--- src/rtl/fft_frame_controller_pkg.sv ---
// Shared types and constants for the 32-point FFT frame controller.
package fft_ctrl_pkg;

  localparam int FFT_N      = 32;
  localparam int FFT_ADDR_W = 5;
  localparam int FFT_LEVELS = 5;

  typedef enum logic [2:0] {
    ST_LOAD,
    ST_KICK,
    ST_WAIT_LOW,
    ST_WAIT_DONE,
    ST_UNLOAD
  } fft_state_e;

  function automatic logic [FFT_ADDR_W-1:0] bitrev5(input logic [FFT_ADDR_W-1:0] a);
    logic [FFT_ADDR_W-1:0] r;
    for (int i = 0; i < FFT_LEVELS; i++) r[i] = a[FFT_LEVELS-1-i];
    return r;
  endfunction

endpackage

--- src/rtl/fft_frame_controller_if.sv ---
// Sample streams, working-memory port and FFT core handshake of the frame controller.
interface fft_frame_controller_if #(parameter int DATA_W = 32);
  import fft_ctrl_pkg::*;

  logic                  in_valid;
  logic                  in_ready;
  logic [DATA_W-1:0]     in_data;
  logic                  out_valid;
  logic                  out_ready;
  logic [DATA_W-1:0]     out_data;
  logic                  mem_sel;
  logic                  mem_wr_en;
  logic [FFT_ADDR_W-1:0] mem_wr_address;
  logic [DATA_W-1:0]     mem_wr_data;
  logic                  mem_rd_en;
  logic [FFT_ADDR_W-1:0] mem_rd_address;
  logic [DATA_W-1:0]     mem_rd_data;
  logic                  start_fft;
  logic                  fft_done;

  modport master (
    input  in_valid, in_data, out_ready, mem_rd_data, fft_done,
    output in_ready, out_valid, out_data, mem_sel, mem_wr_en, mem_wr_address,
           mem_wr_data, mem_rd_en, mem_rd_address, start_fft
  );

  modport slave (
    output in_valid, in_data, out_ready, mem_rd_data, fft_done,
    input  in_ready, out_valid, out_data, mem_sel, mem_wr_en, mem_wr_address,
           mem_wr_data, mem_rd_en, mem_rd_address, start_fft
  );

endinterface

--- src/rtl/fft_frame_controller_out_skid.sv ---
// Two-entry output buffer; occupancy feeds the read-issue throttle in the controller.
module fft_out_skid #(
  parameter int DATA_W = 32
) (
  input  logic              clk,
  input  logic              rst,
  input  logic              push,
  input  logic [DATA_W-1:0] push_data,
  input  logic              ready,
  output logic              valid,
  output logic [DATA_W-1:0] data,
  output logic [1:0]        count
);

  logic [DATA_W-1:0] entry [2];
  logic              wr_ptr;
  logic              rd_ptr;
  logic              pop;

  assign valid = (count != 2'd0);
  assign pop   = valid && ready;
  assign data  = entry[rd_ptr];

  always_ff @(posedge clk or posedge rst) begin
    if (rst) begin
      entry[0] <= '0;
      entry[1] <= '0;
      wr_ptr   <= 1'b0;
      rd_ptr   <= 1'b0;
      count    <= 2'd0;
    end else begin
      if (push) begin
        entry[wr_ptr] <= push_data;
        wr_ptr        <= ~wr_ptr;
      end
      if (pop) rd_ptr <= ~rd_ptr;
      count <= count + 2'(push) - 2'(pop);
    end
  end

endmodule

--- src/rtl/fft_frame_controller.sv ---
// Frame sequencer: load 32 samples, run the FFT core, unload 32 results with backpressure.
// Build option FFT_BITREV_UNLOAD_EN: unload reads use bit-reversed addresses.
//
// state        | meaning
// ST_LOAD      | accepting input samples into working memory
// ST_KICK      | one-cycle start pulse, memory handed to the datapath
// ST_WAIT_LOW  | waiting for fft_done to drop; watchdog running
// ST_WAIT_DONE | transform running, waiting for fft_done to rise
// ST_UNLOAD    | reading results out through the output buffer
module fft_frame_controller
  import fft_ctrl_pkg::*;
#(
  parameter int DATA_W       = 32,
  parameter int DONE_TIMEOUT = 16
) (
  input  logic                    clk,
  input  logic                    rst,
  fft_frame_controller_if.master  bus,
  output logic [7:0]              frame_count,
  output logic                    timeout_err
);

  localparam int WD_W = $clog2(DONE_TIMEOUT) + 1;

  fft_state_e            state, state_nxt;
  logic [FFT_ADDR_W-1:0] cnt;
  logic [FFT_ADDR_W-1:0] out_cnt;
  logic                  issue_done;
  logic                  rd_inflight;
  logic [WD_W-1:0]       wd_cnt;
  logic [1:0]            skid_count;
  logic [2:0]            occ_eff;
  logic                  accept, issue, out_fire, last_out, wd_expired;
  logic [FFT_ADDR_W-1:0] rd_addr;

  assign accept     = (state == ST_LOAD) && bus.in_valid;
  assign out_fire   = bus.out_valid && bus.out_ready;
  assign last_out   = out_fire && (out_cnt == FFT_ADDR_W'(FFT_N - 1));
  assign wd_expired = (wd_cnt == '0);
  // a pop in this cycle frees its slot, so issue and pop overlap for full throughput
  assign occ_eff    = {1'b0, skid_count} + {2'b00, rd_inflight} - {2'b00, out_fire};
  assign issue      = (state == ST_UNLOAD) && !issue_done && (occ_eff < 3'd2);

`ifdef FFT_BITREV_UNLOAD_EN
  assign rd_addr = bitrev5(cnt);
`else
  assign rd_addr = cnt;
`endif

  always_comb begin
    state_nxt          = state;
    bus.in_ready       = 1'b0;
    bus.start_fft      = 1'b0;
    bus.mem_sel        = 1'b0;
    bus.mem_rd_en      = issue;
    bus.mem_rd_address = rd_addr;
    unique case (state)
      ST_LOAD: begin
        bus.in_ready = 1'b1;
        if (accept && cnt == FFT_ADDR_W'(FFT_N - 1)) state_nxt = ST_KICK;
      end
      ST_KICK: begin
        bus.start_fft = 1'b1;
        bus.mem_sel   = 1'b1;
        state_nxt     = ST_WAIT_LOW;
      end
      ST_WAIT_LOW: begin
        bus.mem_sel = 1'b1;
        if (!bus.fft_done)     state_nxt = ST_WAIT_DONE;
        else if (wd_expired)   state_nxt = ST_LOAD;
      end
      ST_WAIT_DONE: begin
        bus.mem_sel = 1'b1;
        if (bus.fft_done) state_nxt = ST_UNLOAD;
      end
      ST_UNLOAD: begin
        if (last_out) state_nxt = ST_LOAD;
      end
      default: state_nxt = ST_LOAD;
    endcase
  end

  always_ff @(posedge clk or posedge rst) begin
    if (rst) begin
      state              <= ST_LOAD;
      cnt                <= '0;
      out_cnt            <= '0;
      issue_done         <= 1'b0;
      rd_inflight        <= 1'b0;
      wd_cnt             <= '0;
      frame_count        <= 8'd0;
      timeout_err        <= 1'b0;
      bus.mem_wr_en      <= 1'b0;
      bus.mem_wr_address <= '0;
      bus.mem_wr_data    <= '0;
    end else begin
      state         <= state_nxt;
      rd_inflight   <= issue;
      bus.mem_wr_en <= accept;
      if (accept) begin
        bus.mem_wr_address <= cnt;
        bus.mem_wr_data    <= bus.in_data;
      end
      unique case (state)
        ST_LOAD: if (accept) cnt <= cnt + 1'b1;
        // terminal count lands on the cycle that is DONE_TIMEOUT after the kick
        ST_KICK: wd_cnt <= WD_W'(DONE_TIMEOUT - 2);
        ST_WAIT_LOW: begin
          if (bus.fft_done) begin
            if (wd_expired) begin
              timeout_err <= 1'b1;
              cnt         <= '0;
            end else begin
              wd_cnt <= wd_cnt - 1'b1;
            end
          end
        end
        ST_UNLOAD: begin
          if (issue) begin
            cnt <= cnt + 1'b1;
            if (cnt == FFT_ADDR_W'(FFT_N - 1)) issue_done <= 1'b1;
          end
          if (out_fire) out_cnt <= out_cnt + 1'b1;
          if (last_out) begin
            frame_count <= frame_count + 8'd1;
            cnt         <= '0;
            out_cnt     <= '0;
            issue_done  <= 1'b0;
          end
        end
        default: ;
      endcase
    end
  end

  fft_out_skid #(.DATA_W(DATA_W)) u_skid (
    .clk       (clk),
    .rst       (rst),
    .push      (rd_inflight),
    .push_data (bus.mem_rd_data),
    .ready     (bus.out_ready),
    .valid     (bus.out_valid),
    .data      (bus.out_data),
    .count     (skid_count)
  );

endmodule

--- src/flat_wrapper.sv ---
// flat-port wrapper written by rule: the top's interface ports become plain ports
module fft_frame_controller_flat import fft_ctrl_pkg::*;
#(
  parameter int DATA_W       = 32,
  parameter int DONE_TIMEOUT = 16
)
  (clk, rst, frame_count, timeout_err, bus_in_valid, bus_in_data, bus_out_ready, bus_mem_rd_data, bus_fft_done, bus_in_ready, bus_out_valid, bus_out_data, bus_mem_sel, bus_mem_wr_en, bus_mem_wr_address, bus_mem_wr_data, bus_mem_rd_en, bus_mem_rd_address, bus_start_fft);
  fft_frame_controller_if #(.DATA_W(DATA_W)) bus_i ();
  input  logic clk;
  input  logic rst;
  output logic [7:0] frame_count;
  output logic timeout_err;
  input wire logic [$bits(bus_i.in_valid)-1:0] bus_in_valid;
  input wire logic [$bits(bus_i.in_data)-1:0] bus_in_data;
  input wire logic [$bits(bus_i.out_ready)-1:0] bus_out_ready;
  input wire logic [$bits(bus_i.mem_rd_data)-1:0] bus_mem_rd_data;
  input wire logic [$bits(bus_i.fft_done)-1:0] bus_fft_done;
  output wire logic [$bits(bus_i.in_ready)-1:0] bus_in_ready;
  output wire logic [$bits(bus_i.out_valid)-1:0] bus_out_valid;
  output wire logic [$bits(bus_i.out_data)-1:0] bus_out_data;
  output wire logic [$bits(bus_i.mem_sel)-1:0] bus_mem_sel;
  output wire logic [$bits(bus_i.mem_wr_en)-1:0] bus_mem_wr_en;
  output wire logic [$bits(bus_i.mem_wr_address)-1:0] bus_mem_wr_address;
  output wire logic [$bits(bus_i.mem_wr_data)-1:0] bus_mem_wr_data;
  output wire logic [$bits(bus_i.mem_rd_en)-1:0] bus_mem_rd_en;
  output wire logic [$bits(bus_i.mem_rd_address)-1:0] bus_mem_rd_address;
  output wire logic [$bits(bus_i.start_fft)-1:0] bus_start_fft;
  assign bus_i.in_valid = bus_in_valid;
  assign bus_i.in_data = bus_in_data;
  assign bus_i.out_ready = bus_out_ready;
  assign bus_i.mem_rd_data = bus_mem_rd_data;
  assign bus_i.fft_done = bus_fft_done;
  assign bus_in_ready = bus_i.in_ready;
  assign bus_out_valid = bus_i.out_valid;
  assign bus_out_data = bus_i.out_data;
  assign bus_mem_sel = bus_i.mem_sel;
  assign bus_mem_wr_en = bus_i.mem_wr_en;
  assign bus_mem_wr_address = bus_i.mem_wr_address;
  assign bus_mem_wr_data = bus_i.mem_wr_data;
  assign bus_mem_rd_en = bus_i.mem_rd_en;
  assign bus_mem_rd_address = bus_i.mem_rd_address;
  assign bus_start_fft = bus_i.start_fft;
  fft_frame_controller #(.DATA_W(DATA_W), .DONE_TIMEOUT(DONE_TIMEOUT)) u_core (.clk(clk), .rst(rst), .bus(bus_i), .frame_count(frame_count), .timeout_err(timeout_err));
endmodule
--- config.mk ---
export PLATFORM = sky130hd
export DESIGN_NAME = fft_frame_controller_flat
export DESIGN_NICKNAME = d
export VERILOG_FILES = /design/src/rtl/fft_frame_controller_pkg.sv /design/src/rtl/fft_frame_controller_if.sv /design/src/rtl/fft_frame_controller_out_skid.sv /design/src/rtl/fft_frame_controller.sv /design/src/flat_wrapper.sv
export SDC_FILE = /design/constraint.sdc
export NUM_CORES = 1
export LEC_CHECK = 0
export CAP_MARGIN = 20
export CORE_AREA = 2 2 113 115
export CTS_CLUSTER_SIZE = 8
export DETAILED_ROUTE_END_ITERATION = 8
export DIE_AREA = 0 0 115 117
export GPL_TIMING_DRIVEN = 0
export HOLD_SLACK_MARGIN = 0.02
export PLACE_DENSITY = 0.89
export SYNTH_ARGS = -nofsm -noshare
export SYNTH_HDL_FRONTEND = slang
export SYNTH_SLANG_ARGS = --single-unit
--- constraint.sdc ---
create_clock -name clk -period 4.8 [get_ports clk]
set_input_delay 0.48 -clock clk [delete_from_list [all_inputs] [get_ports clk]]
set_output_delay 0.48 -clock clk [all_outputs]
set_load 0.01 [all_outputs]
Word level (Yosys, flattened, before mapping)
Index checks and enable logic that the tools add are counted.
{"block": "word_totals", "ff_bits": 135, "out_inout_bits": 89}
{"block": "op_classes", "addsub": 8, "magnitude_cmp": 4, "eq_ne": 15, "n_mux": 29, "n_bitwise": 4, "reduce_logical": 24}
{"operator": "32-bit 2-to-1 mux", "n": 4}
{"operator": "64-bit bitwise mux", "n": 1}
{"operator": "5-bit 2-to-1 mux", "n": 9}
{"operator": "32-bit demux with 1-bit select", "n": 1}
{"operator": "3-bit 2-to-1 mux", "n": 5}
{"operator": "3-bit case mux with 5 select lines", "n": 1}
{"operator": "5-bit case mux with 3 select lines", "n": 1}
{"operator": "5-bit by 1-bit adder with 5-bit output, second input constant", "n": 2}
{"operator": "5-bit equality test, second input constant", "n": 2}
{"operator": "5-bit case mux with 2 select lines", "n": 1}
{"operator": "2-bit nonzero test", "n": 5}
{"operator": "3-bit AND reduction", "n": 3}
{"operator": "8-bit by 1-bit adder with 8-bit output, second input constant", "n": 1}
{"operator": "2-bit inequality test, second input constant", "n": 4}
{"operator": "1-bit logical AND", "n": 7}
{"operator": "3-bit by 2-bit equality test with 1-bit output, second input constant", "n": 2}
{"operator": "1-bit 2-to-1 mux", "n": 6}
{"operator": "2-bit by 1-bit inequality test with 1-bit output, second input constant", "n": 3}
{"operator": "5-bit zero test", "n": 1}
{"operator": "5-bit AND reduction", "n": 1}
{"operator": "5-bit by 1-bit subtractor with 5-bit output, second input constant", "n": 1}
{"operator": "2-bit greater-or-equal comparator, second input constant", "n": 2}
{"operator": "1-bit inverter with 2-bit output", "n": 2}
{"operator": "2-bit AND reduction", "n": 2}
{"operator": "other kinds (16)", "n": 17}

Longest topological paths before layout
Gate-level depths: netlist of the first run.
{"block": "depth", "ltp_word": 8, "depth_mapped": 11, "depth_no_buf": 11}

Hierarchy
From an unflattened synthesis of the first run, not the netlist that was laid out.
{"block": "hier_totals", "cells_unflattened": 419, "hier_area_um2": 6007.0}
{"module": "fft_frame_controller", "instances": 1, "cells_per_inst": 231, "area_each_um2": 3015.4, "seq_area_each_um2": 1676.6}
{"module": "fft_out_skid", "instances": 1, "cells_per_inst": 188, "area_each_um2": 2991.6, "seq_area_each_um2": 1701.6}

Least setup slack after synthesis of the first run
Ideal clock, no wire load.
{"block": "synth_timing", "path_type": "flip-flop to output port", "from": "register u_core.u_skid.count[1]", "to": "output port bus_mem_rd_en", "arrival_time_ns": 2.347, "required_time_ns": 4.320, "setup_slack_ns": 1.973, "path_stages_with_launch": 10, "path_cell_list": "dfrtp_1 > o21ai_2 > inv_1 > ha_1 > inv_1 > ha_1 > inv_1 > fa_1 > nand2b_1 > nor3_1"}
{"block": "synth_between", "elab_chain_cells": 5}
{"element": "start, declared", "line": "fft_frame_controller_out_skid.sv:12", "rtl": "output logic [1:0] count"}
{"element": "start signal, assigned", "line": "fft_frame_controller_out_skid.sv:37", "rtl": "count <= count + 2'(push) - 2'(pop);"}
{"element": "2-bit nonzero test", "line": "fft_frame_controller_out_skid.sv:20", "rtl": "assign valid = (count != 2'd0);"}
{"element": "1-bit logical AND", "line": "fft_frame_controller.sv:37", "rtl": "assign out_fire = bus.out_valid && bus.out_ready;"}
{"element": "named net u_core.out_fire", "line": "fft_frame_controller.sv:33", "rtl": "logic accept, issue, out_fire, last_out, wd_expired;"}
{"element": "3-bit by 1-bit subtractor with 3-bit output", "line": "fft_frame_controller.sv:41", "rtl": "assign occ_eff = {1'b0, skid_count} + {2'b00, rd_inflight} - {2'b00, out_fire};"}
{"element": "3-bit by 2-bit < comparator with 1-bit output", "line": "fft_frame_controller.sv:42", "rtl": "assign issue = (state == ST_UNLOAD) && !issue_done && (occ_eff < 3'd2);"}
{"element": "1-bit logical AND", "line": "fft_frame_controller.sv:42"}
{"element": "end, declared", "line": "flat_wrapper.sv:25", "rtl": "output wire logic [$bits(bus_i.mem_rd_en)-1:0] bus_mem_rd_en;"}
The timed path passes the listed nets, and every way through them passes these cells.

Worst setup path after layout of the first run
Same ends and word-level chain as after synthesis.

==> key figures, run 1 <==
STA
  • Max Clock Freq: 0.251 GHz
  • Final TNS setup: 0 ns
  • Period utilization: 83.0%
  • RSZ-0062 raised after global routing: no
  • Layout Skew: 0.00456 ns
  • Finish-stage setup viols: 0
  • Worst setup margin: approximately 0.8 ns
  • Rel. slew slack: slightly below 60%
  • Fin crit period: 3.98 ns
  • Measured slew at the worst slew-check pin: 0.624 ns
  • Fin. max-slew vios: 0
  • Final Hold Vio Count: 0

Setup path
  • CP most frequent cell: inv_1
  • Setup CP Type: flip-flop to output pin
  • Critical path peak fanout: 7
  • Startpoint types: flip-flop
  • WP data arrival: 3.50 ns
  • Crit-path slowest cell: clkdlybuf4s50_1
  • Crit end category: output pin
  • Worst-path cell chain: o21ai_2 -> inv_1 -> ha_1 -> inv_1 -> ha_1 -> inv_1 -> fa_1 -> nand2b_1 -> nor3_1 -> clkdlybuf4s50_1
  • Max stage delay on crit path: 0.64 ns
  • WP buf/inv: 4
  • Worst Path Required: 4.32 ns
  • Top delay family on crit path: adder cells

Detailed routing
  • Initial DRT Pass Iterations: 4
  • Number of remaining DRC errors: 0
  • Final ANT Viol Nets: 0
  • Initial DRC count: 179
  • Vias: 3983
  • Final wirelength: 12.8 mm
  • Routed vias/inst: 5.25
  • Wire per inst: 16.8 um

GRT
  • Antenna violations before repair: 0
  • First-pass GRT wire length: approximately 21 mm
  • Pin count of the biggest net entering global routing: 77
  • Total gr overflow: 0
  • Total GRT Usage: 20.3%
  • Vias in the first global route: 4344

Finish
  • Total Nets Final: 674
  • Area of the multi-input gates: 0.00236 mm^2
  • Fillers: roughly 860
  • Fin area: around 0.0084 mm^2
  • Area Growth Syn to Fin: 41.4%
  • Reg area: about 0.0034 mm^2
  • Antenna cells: 0
  • Layout cells sized above 1: between 30% and 40%

Yosys
  • Synthesized Nets: about 500
  • Yosys top cell area share: 57.2%
  • Synth top area cells: dfrtp_1 (57%), mux2_2 (25%), ha_1 (1.9%), nand2_1 (1.1%), xnor2_1 (1.0%)
  • Post-synthesis cell type with the largest combined area: dfrtp_1
  • Synth Register Bits: 135
  • Synth warn: 0
  • Sequential element share of the synthesized area: 57.2%
  • Most common cell in the synthesized netlist: dfrtp_1
  • Cells after synthesis: 418
  • Post-synth top cells: dfrtp_1 (135), mux2_2 (133), nand2_1 (18)
  • Number of flops mapped to enable cells by yosys: 0
  • Ys async rst share: 100%
  • Synth Flop Type: dfrtp_1
  • Synth cell types: 47
  • Post-synthesis cell area: 0.00591 mm^2
  • Synthesized area per cell: 14.1 um^2

Pwr
  • Power Density: 634 mW/mm^2
  • Worst vdd ir: between 0.3 and 0.4 mV
  • Leakage: ~3.6 nW

Floorplanning
  • Initial Util: 48.0%
  • I/O Pins: between 150 and 200
  • Die area: 0.0135 mm^2
  • Row cnt: 41
  • Die Height: around 120 um
  • Core Region: 0.0123 mm^2
  • Die X: 115 um

Status
  • Status: finished clean

Clock tree
  • CTS Hold Buffers Added: 0
  • Root Buffer: clkbuf_16
  • CTS max path bufs: 2
  • Post-cts repair resize count: 0
  • Clock transition at path regs: ~0.06 ns
  • Latest clock arrival within the worst-skew pair: 0.42 ns
  • # Post-CTS Setup Buffers: 0
  • CTS sink count: between 100 and 150
  • Htree depth: 4
  • CTS tree: yes
  • CTS Buf Count: 17

Placement
  • Port bufs: 157
  • Placed cell area: 0.00770 mm^2
  • Placement Setup Slack: about 0.95 ns
  • DP HPWL: about 9.0 mm
  • Gpl congestion: 0.735

Flow run
  • # Max-Cap Violations: 0

Worst hold path
  • Min-Delay Path Class: flip-flop to flip-flop
-- cell type report --
class | count | share of cell area, %
plain buffers | 18 | 1.36
clock buffers | 24 | 6.13
clock inverters | 8 | 1.68
inverters | 15 | 0.734
multi-input cells | 250 | 28.2
flip-flops and latches | 135 | 40.5
well taps | 150 | 2.25
repair buffers | 158 | 19.1
-- kinds of logic after synthesis --
family                   after synthesis  share of synthesized area (%)
multiplexers                         138                           26.2
flip-flops                           135                           57.2
AO/OA/AOI/OAI                         26                           3.22
AND/OR/NAND/NOR                       66                           6.74
adder cells (fa/ha/maj)               10                           2.25
buffers and inverters                 33                           2.88
XOR/XNOR                              10                           1.48
-- registers in the layout, summed over array words and instances (netlist names), 2 cells and up --
signal                     count
u_core.bus.mem_rd_address      5
u_core.bus.mem_wr_address      5
u_core.bus.mem_wr_data        32
u_core.frame_count             8
u_core.out_cnt                 5
u_core.state                   3
u_core.u_skid.count            2
u_core.u_skid.entry           64
u_core.wd_cnt                  5
-- where the power goes --
group	total (mW)	internal, mW	switching (mW)
Clock	1.42	0.949	0.468
Sequential	1.82	1.57	0.252
Combinational	2.06	1.25	0.811
-- per-stage QoR --
stage	util, %	hold slack, ns	std cells	power, mW
6_report	67.8	0.464	758	5.30
5_1_grt	67.8	0.491	758	5.61
4_1_cts	67.8	0.467	758	5.36
3_5_place_dp	62.5	0.456	726	3.90
3_3_place_gp	62.3	0.458	725	3.80
2_1_floorplan	-	0.438	418	2.92
-- cells in the final DEF, fill, tap and decap left out, types with 3 or more instances in the layout --
master / instances
a21oi_1: 3
dfrtp_1: 135
nand3_1: 5
clkbuf_1: 6
or2_2: 3
clkinv_2: 4
buf_1: 3
mux2i_1: 3
nor2_1: 9
clkbuf_8: 6
or3_1: 3
mux2_2: 133
o21ai_0: 8
ha_1: 9
nand4_1: 5
xnor2_1: 7
nor3_1: 3
clkbuf_16: 17
nand2_1: 18
clkdlybuf4s50_1: 157
xor2_1: 3
buf_2: 4
and3_1: 5
inv_1: 14
bufinv_16: 4
buf_6: 5
-- worst register-to-register path, delay by kind of cell (launching register included) --
family | cells | cell delay [ns]
adder cells (fa/ha/maj) | 3 | 0.99
AO/OA/AOI/OAI | 2 | 0.66
flip-flops | 1 | 0.43
multiplexers | 1 | 0.35
buffers and inverters | 3 | 0.31
AND/OR/NAND/NOR | 2 | 0.26
-- worst paths after layout --
check	start	depth (start not counted)	slack [ns]	to
setup / recovery	u_core.u_skid.count[1]$_DFF_PP0_	10	0.82	bus_mem_rd_en
hold / removal	u_core.frame_count[7]$_DFFE_PP0P_	1	0.46	u_core.frame_count[7]$_DFFE_PP0P_
setup reg to reg	u_core.u_skid.count[1]$_DFF_PP0_	11	1.70	u_core.bus.mem_rd_address[0]$_DFFE_PP0P_
hold reg to reg	u_core.frame_count[7]$_DFFE_PP0P_	1	0.46	u_core.frame_count[7]$_DFFE_PP0P_
max in group asynchronous	rst	3	3.55	u_core.out_cnt[1]$_DFFE_PP0P_
min in group asynchronous	rst	2	0.50	u_core.frame_count[4]$_DFFE_PP0P_
-- metal layers --
layer / global-route usage (%) / wire (um) / up-vias
met3: 9.78 / 1180 / 22
met4: 7.79 / 219 / 0
li1: - / - / 1843
met1: 22.7 / 5100 / 1965
met5: 0 / 0 / -
met2: 33.6 / 6270 / 153
Note: power is estimated with default switching activity, not from simulation.
==> inputs of run 2 (changes only) <==
- CORE_AREA: 2 2 113 115 -> 2 2 119 121
- DIE_AREA: 0 0 115 117 -> 0 0 121 123
- PLACE_DENSITY: 0.89 -> 0.85
- clock period: 4.8 -> 3.2 ns (I/O delays scaled with it)
==> run 2 against run 1 <==
Effect of this change: utilization decreased by 6.0 points; hold slack worse by 0.15 ns; first-iteration DRC count up 6.7%; combinational power up 52%; sequential power up 50%; sequential share of layout area down 0.29 points; via count decreased by 0.10%; clock skew is 0.0041 ns higher; routed wire length increased by 1.4%; final cell count grew 4.4%; largest power group unchanged.
==> key figures, run 2 (synthesized netlist as in run 1, its figures left out) <==
Setup path
  • Register-to-Register Path Depth: 11 (unchanged)
  • WP data arrival: 2.70 ns (-0.80 ns)
  • Worst R2R Start: u_core.u_skid.count[0]$_DFF_PP0_
  • Worst Setup SP: u_core.u_skid.count[0]$_DFF_PP0_
  • Worst Path Required: 2.88 ns (-1.44 ns)
  • WP buf/inv: 4 (unchanged)
  • Top delay family on crit path: adder cells
  • Critical path peak fanout: 7 (unchanged)
  • Max stage delay on crit path: 0.53 ns (-0.11 ns)
  • Worst-path cell chain: o21ai_4 -> inv_2 -> ha_1 -> inv_1 -> ha_1 -> inv_1 -> fa_1 -> nand2b_1 -> nor3_4 -> clkdlybuf4s15_2
  • Startpoint types: flip-flop
  • Crit-path slowest cell: fa_1
  • WP depth: 10 (unchanged)
  • Crit end category: output pin
  • Setup CP Type: flip-flop to output pin

GRT
  • Antenna violations before repair: 0 (unchanged)
  • Pin count of the biggest net entering global routing: 45 (-42%)
  • Vias in the first global route: 4296 (-1.1%)
  • First-pass GRT wire length: 21.0 mm (+1.5%)
  • Total gr overflow: 0 (unchanged)
  • Total GRT Usage: 18.0% (-2.2 points)

Pwr
  • Power Density: 935 mW/mm^2 (+47%)
  • Sequential power share: 34.7% (+0.4 points)
  • Clock power frac: 25.4% (-1.3 points)
  • Leakage: 3.55 nW (-0.42%)
  • Worst vdd ir: 0.586 mV (+56%)
  • Net Sw Frac: 29.7% (+0.79 points)
  • Total internal power: 5.53 mW (+47%)
  • Sw Pwr: 2.34 mW (+53%)
  • Comb pwr share: 39.9% (+1.0 points)

Clock tree
  • Latest clock arrival within the worst-skew pair: 0.41 ns (about the same)
  • CTS tree: yes
  • CTS sink count: 135 (unchanged)
  • Htree depth: 4 (unchanged)
  • CTS Buf Count: 17 (unchanged)
  • CTS max path bufs: 2 (unchanged)
  • Clock transition at path regs: 0.06 ns (about the same)
  • Root Buffer: clkbuf_16

STA
  • Max Clock Freq: 0.331 GHz
  • Rel. slew slack: 52.8% (-5.6 points)
  • Finish-stage setup viols: 0 (unchanged)
  • Measured slew at the worst slew-check pin: 0.708 ns (+0.0841 ns)
  • Fin crit period: 3.02 ns
  • Final Hold Vio Count: 0 (unchanged)
  • Final TNS setup: 0 ns (unchanged)
  • Period utilization: 94.4%
  • RSZ-0062 raised after global routing: no
  • Layout Skew: 0.00870 ns (+0.00414 ns)
  • Fin. max-slew vios: 0 (unchanged)

Worst hold path
  • Min-Delay Path Class: input port to asynchronous set/reset pin

Floorplanning
  • I/O Pins: 158 (unchanged)
  • Core Region: 0.0136 mm^2 (+11%)
  • Initial Util: 43.4% (-4.6 points)
  • Die area: 0.0149 mm^2 (+11%)
  • Die Height: 123 um (+5.1%)
  • Row cnt: 43 (+4.9%)
  • Die X: 121 um (+5.2%)

Detailed routing
  • Initial DRC count: 191 (+6.7%)
  • Initial DRT Pass Iterations: 4 (unchanged)
  • Final wirelength: 13.0 mm (+1.4%)
  • Number of remaining DRC errors: 0 (unchanged)
  • Wire per inst: 16.4 um (-2.8%)
  • Routed vias/inst: 5.03 (-4.3%)
  • Vias: 3979 (-0.10%)
  • Final ANT Viol Nets: 0 (unchanged)

Placement
  • DP HPWL: 9.54 mm (+6.0%)
  • Gpl congestion: 0.780 (+6.2%)
  • Port bufs: 157 (unchanged)
  • Placed cell area: 0.00777 mm^2 (+0.89%)

Finish
  • Largest registers: u_core.u_skid.entry (64), u_core.bus.mem_wr_data (32), u_core.frame_count (8)
  • Layout cells sized above 1: 32.2% (+0.99 points)
  • Reg area: 0.00338 mm^2 (about the same)
  • Fillers: 1051 (+23%)
  • Largest Register: u_core.u_skid.entry
  • Antenna cells: 0 (unchanged)
  • Commonest non-fill, non-tap cell in the layout: clkdlybuf4s50_1
  • Area Growth Syn to Fin: 42.4%
  • Total Nets Final: 677 (+0.45%)
  • Commonest cells after routing, fill and taps aside: clkdlybuf4s50_1 (156), dfrtp_1 (134), mux2_2 (133)
  • Area of the multi-input gates: 0.00238 mm^2 (+0.80%)
  • Fin area: 0.00841 mm^2 (+0.76%)
  • Max reg flops: 64 (unchanged)

Flow run
  • # Max-Cap Violations: 0 (unchanged)

Status
  • Status: finished clean
run 2: changes by cell type in the layout (fill, tap and decap cells not counted), sizes merged:
cell and change:
bufinv -1, clkbuf -3, clkdlybuf4s15 +1, clkinvlp +5, buf +3, clkdlybuf4s50 -1
inv -1
run 2: worst paths after layout:
kind	endpoint	slack (ns)
setup / recovery	bus_mem_rd_en	0.18
hold / removal	u_core.bus.mem_wr_data[1]$_DFFE_PP0P_	0.31
setup reg to reg	u_core.bus.mem_rd_address[0]$_DFFE_PP0P_	0.33
hold reg to reg	u_core.frame_count[7]$_DFFE_PP0P_	0.47
max in group asynchronous	u_core.u_skid.count[1]$_DFF_PP0_	2.04
min in group clk	u_core.frame_count[7]$_DFFE_PP0P_	0.47
run 2: metal layers:
metal | global-route usage [%] | vias up | share of wire, %
met5 | 0 | - | 0
met2 | 31.2 | 101 | 53
met1 | 21.3 | 2020 | 40
met3 | 5.81 | 11 | 5.8
met4 | 5.89 | 0 | 0.98
li1 | - | 1847 | -
run 2: power groups by stage:
stage          sequential [mW]  clock, mW  combinational, mW
2_1_floorplan             2.78          0               1.60
3_3_place_gp              2.69          0               3.03
3_5_place_dp              2.75          0               3.13
4_1_cts                   2.73       2.04               3.17
5_1_grt                   2.81       2.12               3.38
6_report                  2.73       2.00               3.14
run 2: metrics by stage:
stage                     instances  hold WS [ns]  setup slack [ns]  utilization, %  total power, mW
after floorplan                 418         0.438             0.415               -             4.38
after global placement          755         0.458            -0.328            56.6             5.72
after detailed placement        758         0.462            -0.347            57.1             5.88
after CTS                       791         0.320           0.00783            61.8             7.94
after global routing            791         0.333           0.00445            61.8             8.31
final                           791         0.311             0.179            61.8             7.87
run 2: final cells by class:
cell class	instances	share of cell area [%]
inverter	15	0.714
clock inverter	11	1.75
timing repair buffer	161	19.5
clock buffer	21	5.59
multi-input combinational	250	28.3
tap	180	2.68
buffer	18	1.35
sequential	135	40.2
run 2: what timing repair did:
item	CTS	global route
hold buffers	0	0
setup buffers	1	0
setup endpoints to repair	1	1
gates resized for setup	5	3
hold endpoints to repair	0	0
pin swaps	1	1
==> inputs of run 3 (changes only) <==
- CAP_MARGIN: 20 -> 5
- CORE_AREA: 2 2 119 121 -> 2 2 120 122
- DIE_AREA: 0 0 121 123 -> 0 0 122 124
- SYNTH_HIERARCHICAL: not set -> 1
==> run 3 against run 2 <==
Effect of this change: largest power group unchanged; worst setup slack improved by 0.015 ns; non-clock buffer count down 1; maximum frequency is 0.51% higher; sequential cell count is the same; critical path depth down 2; clock power is 8% higher; utilization up 0.19 points; combinational power is 11% higher; clock skew down 0.0018 ns; synthesized area up 1.7%; clock-buffer cell count unchanged.
==> key figures, run 3 <==
Detailed routing
  • Vias: 4067 (+2.2%)
  • Initial DRT Pass Iterations: 4 (unchanged)
  • Initial DRC count: 135 (-29%)
  • Number of remaining DRC errors: 0 (unchanged)
  • Wire per inst: 17.8 um (+8.6%)
  • Final ANT Viol Nets: 0 (unchanged)
  • Routed vias/inst: 5.15 (+2.3%)
  • Final wirelength: 14.0 mm (+8.4%)

Clock tree
  • CTS Hold Buffers Added: 0 (unchanged)
  • CTS tree: yes
  • Latest clock arrival within the worst-skew pair: 0.41 ns (about the same)
  • CTS max path bufs: 2 (unchanged)
  • Htree depth: 4 (unchanged)
  • Clock transition at path regs: 0.06 ns (about the same)
  • Root Buffer: clkbuf_16
  • CTS Buf Count: 17 (unchanged)
  • # Post-CTS Setup Buffers: 0 (-1)
  • CTS sink count: 135 (unchanged)

STA
  • Fin crit period: 3.01 ns (-0.0152 ns)
  • RSZ-0062 raised after global routing: no
  • Period utilization: 93.9% (-0.48 points)
  • Measured slew at the worst slew-check pin: 0.784 ns (+0.0759 ns)
  • Finish-stage setup viols: 0 (unchanged)
  • Fin. max-slew vios: 0 (unchanged)
  • Final Hold Vio Count: 0 (unchanged)
  • Layout Skew: 0.00687 ns (-0.00183 ns)
  • Max Clock Freq: 0.333 GHz (+0.51%)
  • Rel. slew slack: 47.6% (-5.1 points)
  • Hold_ws: 0.330 ns (+0.0191 ns)

Finish
  • Commonest non-fill, non-tap cell in the layout: clkdlybuf4s50_1
  • Largest registers: u_core/u_skid/entry (64), u_core/bus.mem_wr_data (32), u_core/frame_count (8)
  • Fillers: 1024 (-2.6%)
  • Antenna cells: 0 (unchanged)
  • Largest Register: u_core/u_skid/entry
  • Total Nets Final: 676 (-0.15%)
  • Area Growth Syn to Fin: 41.6%
  • Final Non-Filler Cells: 790 (-0.13%)
  • Commonest cells after routing, fill and taps aside: clkdlybuf4s50_1 (156), dfrtp_1 (134), mux2_2 (106)
  • Layout cells sized above 1: 30.2% (-2.1 points)
  • Max reg flops: 64 (unchanged)
  • Fin area: 0.00851 mm^2 (+1.1%)

Worst hold path
  • Min-Delay Path Class: input port to asynchronous set/reset pin

Placement
  • Total placed cells including tap cells: 758 (unchanged)
  • Gpl congestion: 0.721 (-7.6%)
  • Placed cell area: 0.00784 mm^2 (+0.98%)
  • Port bufs: 157 (unchanged)
  • DP HPWL: 9.94 mm (+4.2%)

Yosys
  • Post-synthesis cell area: 0.00601 mm^2 (+1.7%)
  • Number of flops mapped to enable cells by yosys: 0 (unchanged)
  • Sequential element share of the synthesized area: 56.2% (-0.95 points)
  • Most common cell in the synthesized netlist: dfrtp_1
  • Cells after synthesis: 419 (+0.24%)
  • Synth top area cells: dfrtp_1 (56%), mux2_2 (20%), mux2_1 (4.1%), mux2_4 (2.0%), ha_1 (1.9%)
  • Ys async rst share: 100% (unchanged)
  • Synthesized area per cell: 14.3 um^2 (+1.5%)
  • Yosys top cell area share: 56.2% (-0.95 points)
  • Synth warn: 6 (+6)
  • Synthesized Nets: 498 (+0.20%)
  • Synth Register Bits: 135 (unchanged)
  • Synth Flop Type: dfrtp_1
  • Post-synthesis cell type with the largest combined area: dfrtp_1
  • Synth cell types: 52 (+11%)
  • Post-synth top cells: dfrtp_1 (135), mux2_2 (106), mux2_1 (22)

Setup path
  • Crit-path slowest cell: fa_1
  • Worst-path cell chain: or2_2 -> nand2_2 -> and2_1 -> o21ai_0 -> fa_1 -> inv_1 -> nor4_4 -> buf_2
  • Worst R2R Start: u_core/u_skid/count[1]$_DFF_PP0_
  • WP data arrival: 2.69 ns (about the same)
  • Worst Setup SP: u_core/u_skid/count[1]$_DFF_PP0_
  • Critical path peak fanout: 5 (-2)
  • Startpoint types: flip-flop
  • Worst Path Required: 2.88 ns (about the same)
  • Setup CP Type: flip-flop to output pin
  • Crit end category: output pin
  • Max stage delay on crit path: 0.50 ns (-0.03 ns)

GRT
  • Total gr overflow: 0 (unchanged)
  • First-pass GRT wire length: 22.2 mm (+5.8%)
  • Total GRT Usage: 19.3% (+1.3 points)
  • Antenna violations before repair: 0 (unchanged)
  • Pin count of the biggest net entering global routing: 44 (-2.2%)
  • Vias in the first global route: 4552 (+6.0%)

Flow run
  • # Max-Cap Violations: 0 (unchanged)

Floorplanning
  • Core Region: 0.0137 mm^2 (+0.79%)
  • Die X: 122 um (+0.83%)
  • I/O Pins: 158 (unchanged)
  • Row cnt: 43 (unchanged)
  • Initial Util: 43.8% (+0.39 points)
  • Die area: 0.0151 mm^2 (+1.6%)
  • Die Height: 124 um (+0.81%)

Pwr
  • Leakage: 3.71 nW (+4.6%)
  • Worst vdd ir: 0.481 mV (-18%)
  • Total power: 8.53 mW (+8.4%)
  • Power Density: 1000 mW/mm^2 (+7.2%)

Status
  • Status: finished clean
==> run 3: cell count changes in the layout (fill, tap and decap cells not counted), moves of 6 or more <==
cell and delta:
mux2_4 +8, mux2_1 +20, nand2_1 -6, buf_2 +7, mux2_2 -27
==> run 3: worst paths after layout <==
check / endpoint / slack (ns) / depth (start not counted)
worst max-delay path: bus_mem_rd_en / 0.19 / 8
worst min-delay path: u_core/u_skid/count[1]$_DFF_PP0_ / 0.33 / 2
worst max register to register: u_core/bus.mem_rd_address[3]$_DFFE_PP0P_ / 0.22 / 9
worst min register to register: u_core/timeout_err$_DFFE_PP0P_ / 0.46 / 1
max in group asynchronous: u_core/bus.mem_wr_en$_DFF_PP0_ / 2.15 / 3
min in group clk: u_core/timeout_err$_DFFE_PP0P_ / 0.46 / 1
==> run 3: through the flow <==
step	TNS, ns	util [%]	setup WS [ns]
2_1_floorplan	0	-	0.565
3_3_place_gp	0	56.9	0.0203
3_5_place_dp	-0.0280	57.2	-0.0280
4_1_cts	0	62.0	0.0502
5_1_grt	0	62.0	0.00927
6_report	0	62.0	0.194
==> run 3: area by class of cell <==
class                   count  area (um^2)  area share (%)
plain buffers              19          151            1.78
repair buffers            159         1610            18.9
well taps                 180          225            2.65
inverters                  13         48.8           0.574
clock inverters            11          194            2.28
clock buffers              21          470            5.53
multi-input cells         252         2430            28.6
flip-flops and latches    135         3380            39.7
==> run 3: worst max-delay path: cells and delay by family, from the launching register on <==
family	cells	cell delay, ns
and+or+nand+nor	4	0.95
AOI/OAI and AO/OA	1	0.09
buffers and inverters	2	0.27
DFF	1	0.45
adders and majority gates	1	0.50
==> run 3: power by group <==
part	internal [mW]	switching, mW	total, mW
clock network	1.45	0.714	2.16
registers	2.44	0.435	2.88
logic	2.12	1.37	3.49
total	6.01	2.52	8.53
==> run 3: what timing repair did <==
action / in CTS / in global routing
resized for setup: 4 / 2
endpoints found under the hold margin: 0 / 0
setup endpoints to repair: 1 / 2
==> run 3: kinds of logic after synthesis <==
logic type,synth area share (%)
AO/OA/AOI/OAI,2.44
buffers and inverters,3.33
multiplexers,26.5
adder cells (fa/ha/maj),2.21
XOR/XNOR,2.48
AND/OR/NAND/NOR,6.81
flip-flops,56.2
==> run 3: layer usage <==
metal | up-vias | track usage [%] | wire length [um]
met1 | 2036 | 20.8 | 5470
met2 | 164 | 33.5 | 7020
li1 | 1849 | - | -
met5 | - | 0 | 0
met4 | 0 | 6.90 | 209
met3 | 18 | 8.79 | 1350
